$ cat config.mk
export PLATFORM = sky130hd
export DESIGN_NAME = cu_multicycle_gen_flat
export DESIGN_NICKNAME = d
export VERILOG_FILES = /design/src/rtl/cu_multicycle_gen_if.sv /design/src/rtl/cu_multicycle_gen.sv /design/src/flat_wrapper.sv
export SDC_FILE = /design/constraint.sdc
export NUM_CORES = 1
export LEC_CHECK = 0
export BUFFER_PORTS_ARGS = -buffer_cell sky130_fd_sc_hd__buf_2
export CORE_ASPECT_RATIO = 2
export CORE_MARGIN = 2
export CORE_UTILIZATION = 36
export DETAILED_ROUTE_END_ITERATION = 8
export HOLD_SLACK_MARGIN = 0.02
export PLACE_DENSITY_LB_ADDON = 0.05
export REMOVE_ABC_BUFFERS = 1
export SYNTH_ARGS = -nofsm -noshare
export SYNTH_HDL_FRONTEND = slang
export SYNTH_SLANG_ARGS = --single-unit
$ cat constraint.sdc
create_clock -name Clock -period 1.75 [get_ports Clock]
set_clock_uncertainty 0.15 [all_clocks]
set_input_delay 0.175 -clock Clock [delete_from_list [all_inputs] [get_ports Clock]]
set_output_delay 0.175 -clock Clock [all_outputs]
set_load 0.01 [all_outputs]
$ cat src/rtl/cu_multicycle_gen_if.sv
// cu_multicycle_gen_if: control-unit <-> datapath signal bundle.
// master = control unit, slave = datapath/memories.
interface cu_multicycle_gen_if #(
  parameter int REG_AW  = 4,
  parameter int IR_W    = 16,
  parameter int DADDR_W = 8,
  parameter int PC_W    = 8,
  parameter int ALU_S_W = 4
);
  logic [IR_W-1:0]    IR;
  logic               I_RDY;
  logic               D_RDY;
  logic               ALU_Z;
  logic [PC_W-1:0]    PC;
  logic               Run;
  logic               PC_CLR;
  logic               PR_ID;
  logic               PC_IC;
  logic               PC_LD;
  logic [PC_W-1:0]    PC_D;
  logic [DADDR_W-1:0] D_ADDR;
  logic               D_WR;
  logic               RF_S;
  logic               RF_W_EN;
  logic [REG_AW-1:0]  RF_A_ADDR;
  logic [REG_AW-1:0]  RF_B_ADDR;
  logic [REG_AW-1:0]  RF_W_ADDR;
  logic [ALU_S_W-1:0] ALU_S;
  logic               Halted;
  logic               Fault;
  modport master (
    input  IR, I_RDY, D_RDY, ALU_Z, PC, Run,
    output PC_CLR, PR_ID, PC_IC, PC_LD, PC_D, D_ADDR, D_WR, RF_S, RF_W_EN,
           RF_A_ADDR, RF_B_ADDR, RF_W_ADDR, ALU_S, Halted, Fault
  );
  modport slave (
    output IR, I_RDY, D_RDY, ALU_Z, PC, Run,
    input  PC_CLR, PR_ID, PC_IC, PC_LD, PC_D, D_ADDR, D_WR, RF_S, RF_W_EN,
           RF_A_ADDR, RF_B_ADDR, RF_W_ADDR, ALU_S, Halted, Fault
  );
endinterface

$ cat src/rtl/cu_multicycle_gen.sv
// cu_multicycle_gen: multicycle control FSM, outputs are a registered Moore decode of the next state.
// Define CU_BRANCH_EN to build BEQ/BNE (opcodes A/B); otherwise they fault.
module cu_multicycle_gen #(
  parameter int OP_W    = 4,
  parameter int REG_AW  = 4,
  parameter int IR_W    = 16,
  parameter int DADDR_W = 8,
  parameter int PC_W    = 8,
  parameter int ALU_S_W = 4
) (
  input logic Clock,
  input logic Reset_n,
  cu_multicycle_gen_if.master bus
);
  // S_RST only parks the FSM in reset so that INIT's PC_CLR shows on the first edge
  typedef enum logic [3:0] {
    S_RST, S_INIT, S_FETCH, S_DECODE, S_LOAD_A, S_LOAD_B, S_STORE, S_ALU, S_JMP, S_HALT, S_FAULT
`ifdef CU_BRANCH_EN
    , S_BR_CMP, S_BR_TAKE
`endif
  } state_t;
  typedef struct packed {
    logic               pc_clr;
    logic               pr_id;
    logic               pc_ic;
    logic               pc_ld;
    logic [PC_W-1:0]    pc_d;
    logic [DADDR_W-1:0] d_addr;
    logic               d_wr;
    logic               rf_s;
    logic               rf_w_en;
    logic [REG_AW-1:0]  rf_a_addr;
    logic [REG_AW-1:0]  rf_b_addr;
    logic [REG_AW-1:0]  rf_w_addr;
    logic [ALU_S_W-1:0] alu_s;
    logic               halted;
    logic               fault;
  } out_t;
  state_t state_q, state_d;
  out_t out_q, out_d;
  logic [OP_W-1:0] op;
  logic [REG_AW-1:0] ra, rb, rd;
  logic [ALU_S_W-1:0] alu_fn;
  assign op = bus.IR[IR_W-1 -: OP_W];
  assign ra = bus.IR[IR_W-OP_W-1 -: REG_AW];
  assign rb = bus.IR[IR_W-OP_W-REG_AW-1 -: REG_AW];
  assign rd = bus.IR[REG_AW-1:0];
  assign alu_fn = op == OP_W'(3) ? ALU_S_W'(1) :
                  op == OP_W'(4) ? ALU_S_W'(2) :
                  op == OP_W'(7) ? ALU_S_W'(3) :
                  op == OP_W'(8) ? ALU_S_W'(4) :
                  op == OP_W'(9) ? ALU_S_W'(5) : '0;
`ifdef CU_BRANCH_EN
  logic take;
  assign take = (op == OP_W'(10) && bus.ALU_Z) || (op == OP_W'(11) && !bus.ALU_Z);
`else
  logic unused_ok;
  assign unused_ok = ^{bus.ALU_Z, bus.PC};
`endif
  always_comb begin
    state_d = state_q;
    case (state_q)
      S_RST:    state_d = S_INIT;
      S_INIT:   state_d = S_FETCH;
      S_FETCH:  state_d = bus.I_RDY ? S_DECODE : S_FETCH;
      S_DECODE:
        case (op)
          OP_W'(0): state_d = S_FETCH;
          OP_W'(1): state_d = S_STORE;
          OP_W'(2): state_d = S_LOAD_A;
          OP_W'(3), OP_W'(4), OP_W'(7), OP_W'(8), OP_W'(9): state_d = S_ALU;
          OP_W'(5): state_d = S_HALT;
          OP_W'(6): state_d = S_JMP;
`ifdef CU_BRANCH_EN
          OP_W'(10), OP_W'(11): state_d = S_BR_CMP;
`endif
          default:  state_d = S_FAULT;
        endcase
      S_LOAD_A: state_d = bus.D_RDY ? S_LOAD_B : S_LOAD_A;
      S_STORE:  state_d = bus.D_RDY ? S_FETCH : S_STORE;
      S_LOAD_B, S_ALU, S_JMP: state_d = S_FETCH;
      S_HALT:   state_d = bus.Run ? S_FETCH : S_HALT;
      S_FAULT:  state_d = S_FAULT;
`ifdef CU_BRANCH_EN
      S_BR_CMP: state_d = take ? S_BR_TAKE : S_FETCH;
      S_BR_TAKE: state_d = S_FETCH;
`endif
      default:  state_d = S_FAULT;
    endcase
    out_d = '0;
    case (state_d)
      S_INIT:   out_d.pc_clr = 1'b1;
      S_FETCH:  out_d.pr_id = 1'b1;
      S_DECODE: out_d.pc_ic = 1'b1;
      S_LOAD_A, S_LOAD_B: begin
        out_d.d_addr    = {ra, rb};
        out_d.rf_s      = 1'b1;
        out_d.rf_w_addr = rd;
        out_d.rf_w_en   = state_d == S_LOAD_B;
      end
      S_STORE: begin
        out_d.d_addr    = {rb, rd};
        out_d.rf_a_addr = ra;
        out_d.d_wr      = 1'b1;
      end
      S_ALU: begin
        out_d.rf_a_addr = ra;
        out_d.rf_b_addr = rb;
        out_d.rf_w_addr = rd;
        out_d.rf_w_en   = 1'b1;
        out_d.alu_s     = alu_fn;
      end
      S_JMP: begin
        out_d.pc_ld = 1'b1;
        out_d.pc_d  = bus.IR[PC_W-1:0];
      end
      S_HALT:   out_d.halted = 1'b1;
      S_FAULT:  out_d.fault = 1'b1;
`ifdef CU_BRANCH_EN
      S_BR_CMP: begin
        out_d.rf_a_addr = ra;
        out_d.rf_b_addr = rb;
        out_d.alu_s     = ALU_S_W'(2);
      end
      // PC here is already incremented, so the offset is relative to the next instruction
      S_BR_TAKE: begin
        out_d.pc_ld = 1'b1;
        out_d.pc_d  = bus.PC + {{(PC_W-REG_AW){rd[REG_AW-1]}}, rd};
      end
`endif
      default: ;
    endcase
  end
  always_ff @(posedge Clock or negedge Reset_n) begin
    if (!Reset_n) begin
      state_q <= S_RST;
      out_q   <= '0;
    end else begin
      state_q <= state_d;
      out_q   <= out_d;
    end
  end
  assign bus.PC_CLR    = out_q.pc_clr;
  assign bus.PR_ID     = out_q.pr_id;
  assign bus.PC_IC     = out_q.pc_ic;
  assign bus.PC_LD     = out_q.pc_ld;
  assign bus.PC_D      = out_q.pc_d;
  assign bus.D_ADDR    = out_q.d_addr;
  assign bus.D_WR      = out_q.d_wr;
  assign bus.RF_S      = out_q.rf_s;
  assign bus.RF_W_EN   = out_q.rf_w_en;
  assign bus.RF_A_ADDR = out_q.rf_a_addr;
  assign bus.RF_B_ADDR = out_q.rf_b_addr;
  assign bus.RF_W_ADDR = out_q.rf_w_addr;
  assign bus.ALU_S     = out_q.alu_s;
  assign bus.Halted    = out_q.halted;
  assign bus.Fault     = out_q.fault;
endmodule

$ cat src/flat_wrapper.sv
// flat-port wrapper written by rule: the top's interface ports become plain ports
module cu_multicycle_gen_flat 
#(
  parameter int OP_W    = 4,
  parameter int REG_AW  = 4,
  parameter int IR_W    = 16,
  parameter int DADDR_W = 8,
  parameter int PC_W    = 8,
  parameter int ALU_S_W = 4
)
  (Clock, Reset_n, bus_IR, bus_I_RDY, bus_D_RDY, bus_ALU_Z, bus_PC, bus_Run, bus_PC_CLR, bus_PR_ID, bus_PC_IC, bus_PC_LD, bus_PC_D, bus_D_ADDR, bus_D_WR, bus_RF_S, bus_RF_W_EN, bus_RF_A_ADDR, bus_RF_B_ADDR, bus_RF_W_ADDR, bus_ALU_S, bus_Halted, bus_Fault);
  cu_multicycle_gen_if #(.REG_AW(REG_AW), .IR_W(IR_W), .DADDR_W(DADDR_W), .PC_W(PC_W), .ALU_S_W(ALU_S_W)) bus_i ();
  input logic Clock;
  input logic Reset_n;
  input wire logic [$bits(bus_i.IR)-1:0] bus_IR;
  input wire logic [$bits(bus_i.I_RDY)-1:0] bus_I_RDY;
  input wire logic [$bits(bus_i.D_RDY)-1:0] bus_D_RDY;
  input wire logic [$bits(bus_i.ALU_Z)-1:0] bus_ALU_Z;
  input wire logic [$bits(bus_i.PC)-1:0] bus_PC;
  input wire logic [$bits(bus_i.Run)-1:0] bus_Run;
  output wire logic [$bits(bus_i.PC_CLR)-1:0] bus_PC_CLR;
  output wire logic [$bits(bus_i.PR_ID)-1:0] bus_PR_ID;
  output wire logic [$bits(bus_i.PC_IC)-1:0] bus_PC_IC;
  output wire logic [$bits(bus_i.PC_LD)-1:0] bus_PC_LD;
  output wire logic [$bits(bus_i.PC_D)-1:0] bus_PC_D;
  output wire logic [$bits(bus_i.D_ADDR)-1:0] bus_D_ADDR;
  output wire logic [$bits(bus_i.D_WR)-1:0] bus_D_WR;
  output wire logic [$bits(bus_i.RF_S)-1:0] bus_RF_S;
  output wire logic [$bits(bus_i.RF_W_EN)-1:0] bus_RF_W_EN;
  output wire logic [$bits(bus_i.RF_A_ADDR)-1:0] bus_RF_A_ADDR;
  output wire logic [$bits(bus_i.RF_B_ADDR)-1:0] bus_RF_B_ADDR;
  output wire logic [$bits(bus_i.RF_W_ADDR)-1:0] bus_RF_W_ADDR;
  output wire logic [$bits(bus_i.ALU_S)-1:0] bus_ALU_S;
  output wire logic [$bits(bus_i.Halted)-1:0] bus_Halted;
  output wire logic [$bits(bus_i.Fault)-1:0] bus_Fault;
  assign bus_i.IR = bus_IR;
  assign bus_i.I_RDY = bus_I_RDY;
  assign bus_i.D_RDY = bus_D_RDY;
  assign bus_i.ALU_Z = bus_ALU_Z;
  assign bus_i.PC = bus_PC;
  assign bus_i.Run = bus_Run;
  assign bus_PC_CLR = bus_i.PC_CLR;
  assign bus_PR_ID = bus_i.PR_ID;
  assign bus_PC_IC = bus_i.PC_IC;
  assign bus_PC_LD = bus_i.PC_LD;
  assign bus_PC_D = bus_i.PC_D;
  assign bus_D_ADDR = bus_i.D_ADDR;
  assign bus_D_WR = bus_i.D_WR;
  assign bus_RF_S = bus_i.RF_S;
  assign bus_RF_W_EN = bus_i.RF_W_EN;
  assign bus_RF_A_ADDR = bus_i.RF_A_ADDR;
  assign bus_RF_B_ADDR = bus_i.RF_B_ADDR;
  assign bus_RF_W_ADDR = bus_i.RF_W_ADDR;
  assign bus_ALU_S = bus_i.ALU_S;
  assign bus_Halted = bus_i.Halted;
  assign bus_Fault = bus_i.Fault;
  cu_multicycle_gen #(.OP_W(OP_W), .REG_AW(REG_AW), .IR_W(IR_W), .DADDR_W(DADDR_W), .PC_W(PC_W), .ALU_S_W(ALU_S_W)) u_core (.Clock(Clock), .Reset_n(Reset_n), .bus(bus_i));
endmodule
==> impl_metrics.ini <==
[run_status]
outcome = finished, violations left
violations = setup timing

[place]
io_buffers = 60
gp_congestion = 0.7478
post-dp-hpwl_um = 3114
post_dp_cell_area_um2 = 2336
pre_cts_ws_ns = -0.3068

[pwr]
combPwrFrac = 0.202
total_power_mw = 2.285
ir_drop_mv = 0.6752
leakagePower_nw = 1.503
p_int_mw = 1.704
pwr-share-seq = 0.475
cellPowerDensity_nw_per_um2 = 818.0
clockPowerShare = 0.323
swShare = 0.2545
p_switching_mw = 0.5817

[critical_path]
r2r_start = u_core.state_q[2]
start_kind = flop
cp_slowest_cell = dfrtp_1
rr_endpoint = u_core.bus.RF_B_ADDR[1]
worstRegToRegCells = 6
critical_path.cell_chain = nand3b_1 -> o41ai_4 -> buf_4 -> nor3_4 -> buf_4 -> and2_1
path_class = flop to flop
critPathMaxStageDelay_ns = 0.42
arrival_ns = 1.95
crit_path_end_kind = flop
crit_top_cell = buf_4
r2r_slack_ns = -0.17
critical_path.max_fanout = 5
required_ns = 1.78

[synthesis]
synth_area_um2 = 1812
avgSynthCellArea_um2 = 12.24
synthXorXnorAreaFrac = 0
synth_top_flop_cell = dfrtp_1
synth_top_family_by_area = simple AND/OR/NAND/NOR gates
yosysUniqueCellTypes = 37
yosys-mux-area-fraction = 0.01174
yosysTopAreaCell = dfrtp_1
yosysTopAreaCellShare = 0.6077
yosys.area_share.simple = 0.2037
syn_inst = 148
synth_async_sr_flop_share = 1.000
ys_seq_area_frac = 0.6077
synth-edff-count = 0
ys_ff_latch = 44
synth_fa_ha_area_frac = 0.03453
synth-warning-count = 0
yosys-top-cells-area = dfrtp_1 61%, and2_1 6.9%, ha_1 3.5%
synth_compound_gate_area_share = 0.1084

[sta]
post-route-period-util = 1.099
max-slew-margin-rel = 0.6381
finalWorstSetupSlack_ns = -0.1728
hold_ws_ns = 0.2475
setup_violations = 41
finalCriticalPeriod_ns = 1.923
worstMarginPinSlew_ns = 0.5428
grt_setup_unrepaired = true
finalHoldViolCount = 0
slew_viol_final = 0
fmax_ghz = 0.5201

[floorplanning]
die_y_um = 104.3
die_w_um = 54.16
io_pins = 71
start_util = 0.3724
rows = 36
die-area_um2 = 5650
coreArea_um2 = 4865

[cts]
clk_latency_ns = 0.28
cts-root-buf = clkbuf_8
clock-sinks = 44
cts_buffers = 5
cts.clk_slew.worst_paths_ns = 0.08
cts_tree = done
clockBufferDepth = 2
h-tree-depth = 2

[layout]
final_area_um2 = 2794
layout-drive-gt1-share = 0.5216
fin_util = 0.5743
n_fill_cell = 445
area_growth_pct = 54.21
n_antenna_cell = 0
nets = 289

[drt]
via_count = 1465
drc = 0
dr.pass1.iters = 4
wirelength_um = 4214
vias_per_cell = 4.696
drtAntennaViolNets = 0
wl_per_cell_um = 13.51
drtIter0Drc = 16

[job]
max-cap-violations = 0

[grt]
grt_pass1_vias = 1516
grt_start_max_net_pins = 45
grt_first_pass_wirelength_um = 6872
antenna_found_initial = 0
gr-total-overflow = 0
grtUsageTotal = 0.1623

[min_path]
worstHoldPathCells = 4
min-delay-start = bus_IR[14]
min_to = u_core.bus.ALU_S[0]
min_path_type = input port to flop
sequential cells by signal (all words and copies together), names as in the netlist, 3 cells and up:
signal,cells
u_core.bus.ALU_S,3
u_core.bus.D_ADDR,8
u_core.bus.PC_D,8
u_core.bus.RF_A_ADDR,4
u_core.bus.RF_B_ADDR,4
u_core.bus.RF_W_ADDR,4
u_core.state_q,4
synthesized netlist by cell type (all sizes together) (2+ instances only):
| cell type | instances |
|---|---|
| nand3 | 4 |
| a21oi | 7 |
| inv | 8 |
| ha | 5 |
| dfrtp | 44 |
| nor4bb | 2 |
| nand2 | 9 |
| and4bb | 2 |
| buf | 5 |
| nor3 | 4 |
| and2 | 20 |
| nor2 | 11 |
| a32o | 4 |
| nor3b | 2 |
| nor2b | 3 |
| a211oi | 2 |
metrics by stage:
stage          TNS [ns]  std cells
5_1_grt          -7.794        312
3_3_place_gp     -7.420        284
6_report         -3.995        312
2_1_floorplan    -6.446        143
4_1_cts          -3.076        305
3_5_place_dp     -8.137        284
cell families after synthesis:
family                     Yosys count
other                                1
buffers and inverters               13
DFF                                 44
and+or+nand+nor                     61
muxes                                2
adders and majority gates            5
AOI/OAI and AO/OA                   22
worst max-delay path, delay by kind of cell, from the launching register on:
family          cells  cell delay (ns)
flops               1             0.42
compound gates      1             0.41
buf+inv             2             0.35
simple gates        3             0.49
cells in the final DEF (no fill, tap or decap), types with 2 or more instances in the layout:
master          n
ha_1            5
a21oi_2         4
a21oi_1         2
nand3_1         4
and2_4          5
dfrtp_2         2
dfrtp_1        42
and4bb_2        2
a32o_1          4
and2_1         15
buf_6          12
dlygate4sd3_1  13
buf_2          60
nor2b_2         2
nor2_4          2
buf_4          19
nor3_2          2
nor2_1          9
nand2_1         4
clkbuf_8        5
nand2_2         5
inv_1           7
nor3_4          2
cell type report:
| class | instances | area (µm²) | area share |
|---|---|---|---|
| Sequential cell | 44 | 1104 | 0.3950 |
| Multi-Input combinational cell | 91 | 773.2 | 0.2768 |
| Timing Repair Buffer | 104 | 708.2 | 0.2535 |
| Clock buffer | 6 | 72.57 | 0.02597 |
| Tap cell | 57 | 71.32 | 0.02553 |
| Clock inverter | 2 | 35.03 | 0.01254 |
| Inverter | 8 | 30.03 | 0.01075 |
timing repair:
action | CTS | global route
hold endpoints to repair | 70 | 0
endpoints found under the setup margin | 37 | 41
hold buffers | 13 | 0
pin swaps | 6 | 14
cloned | 0 | 1
setup buffers | 2 | 6
gates resized for setup | 19 | 27
worst max path at each step:
stage / slack (ns) / to / startpoint
final: -0.17 / u_core.bus.RF_B_ADDR[1] / u_core.state_q[2]
after global routing: -0.26 / u_core.bus.RF_B_ADDR[1] / u_core.state_q[2]
after CTS: -0.14 / u_core.bus.D_ADDR[5] / u_core.state_q[2]
after detailed placement: -0.31 / u_core.bus.PC_D[3] / bus_IR[13]
after global placement: -0.28 / u_core.bus.PC_D[3] / bus_IR[12]
after floorplan: -0.29 / u_core.bus.ALU_S[1] / bus_IR[12]
per-layer routing:
metal,global-route usage,routed length [µm]
met5,0,0
met4,0.06964,111
met3,0.02874,212
met2,0.2917,2395
met1,0.1709,1495
power groups by stage:
| stage | clock (mW) | combinational [mW] | sequential (mW) |
|---|---|---|---|
| 2_1_floorplan | 0 | 0.139 | 1.11 |
| 3_3_place_gp | 0 | 0.361 | 1.10 |
| 3_5_place_dp | 0 | 0.363 | 1.10 |
| 4_1_cts | 0.766 | 0.415 | 1.08 |
| 5_1_grt | 0.809 | 0.503 | 1.09 |
| 6_report | 0.738 | 0.461 | 1.09 |
(Power assumes the default switching activity.)
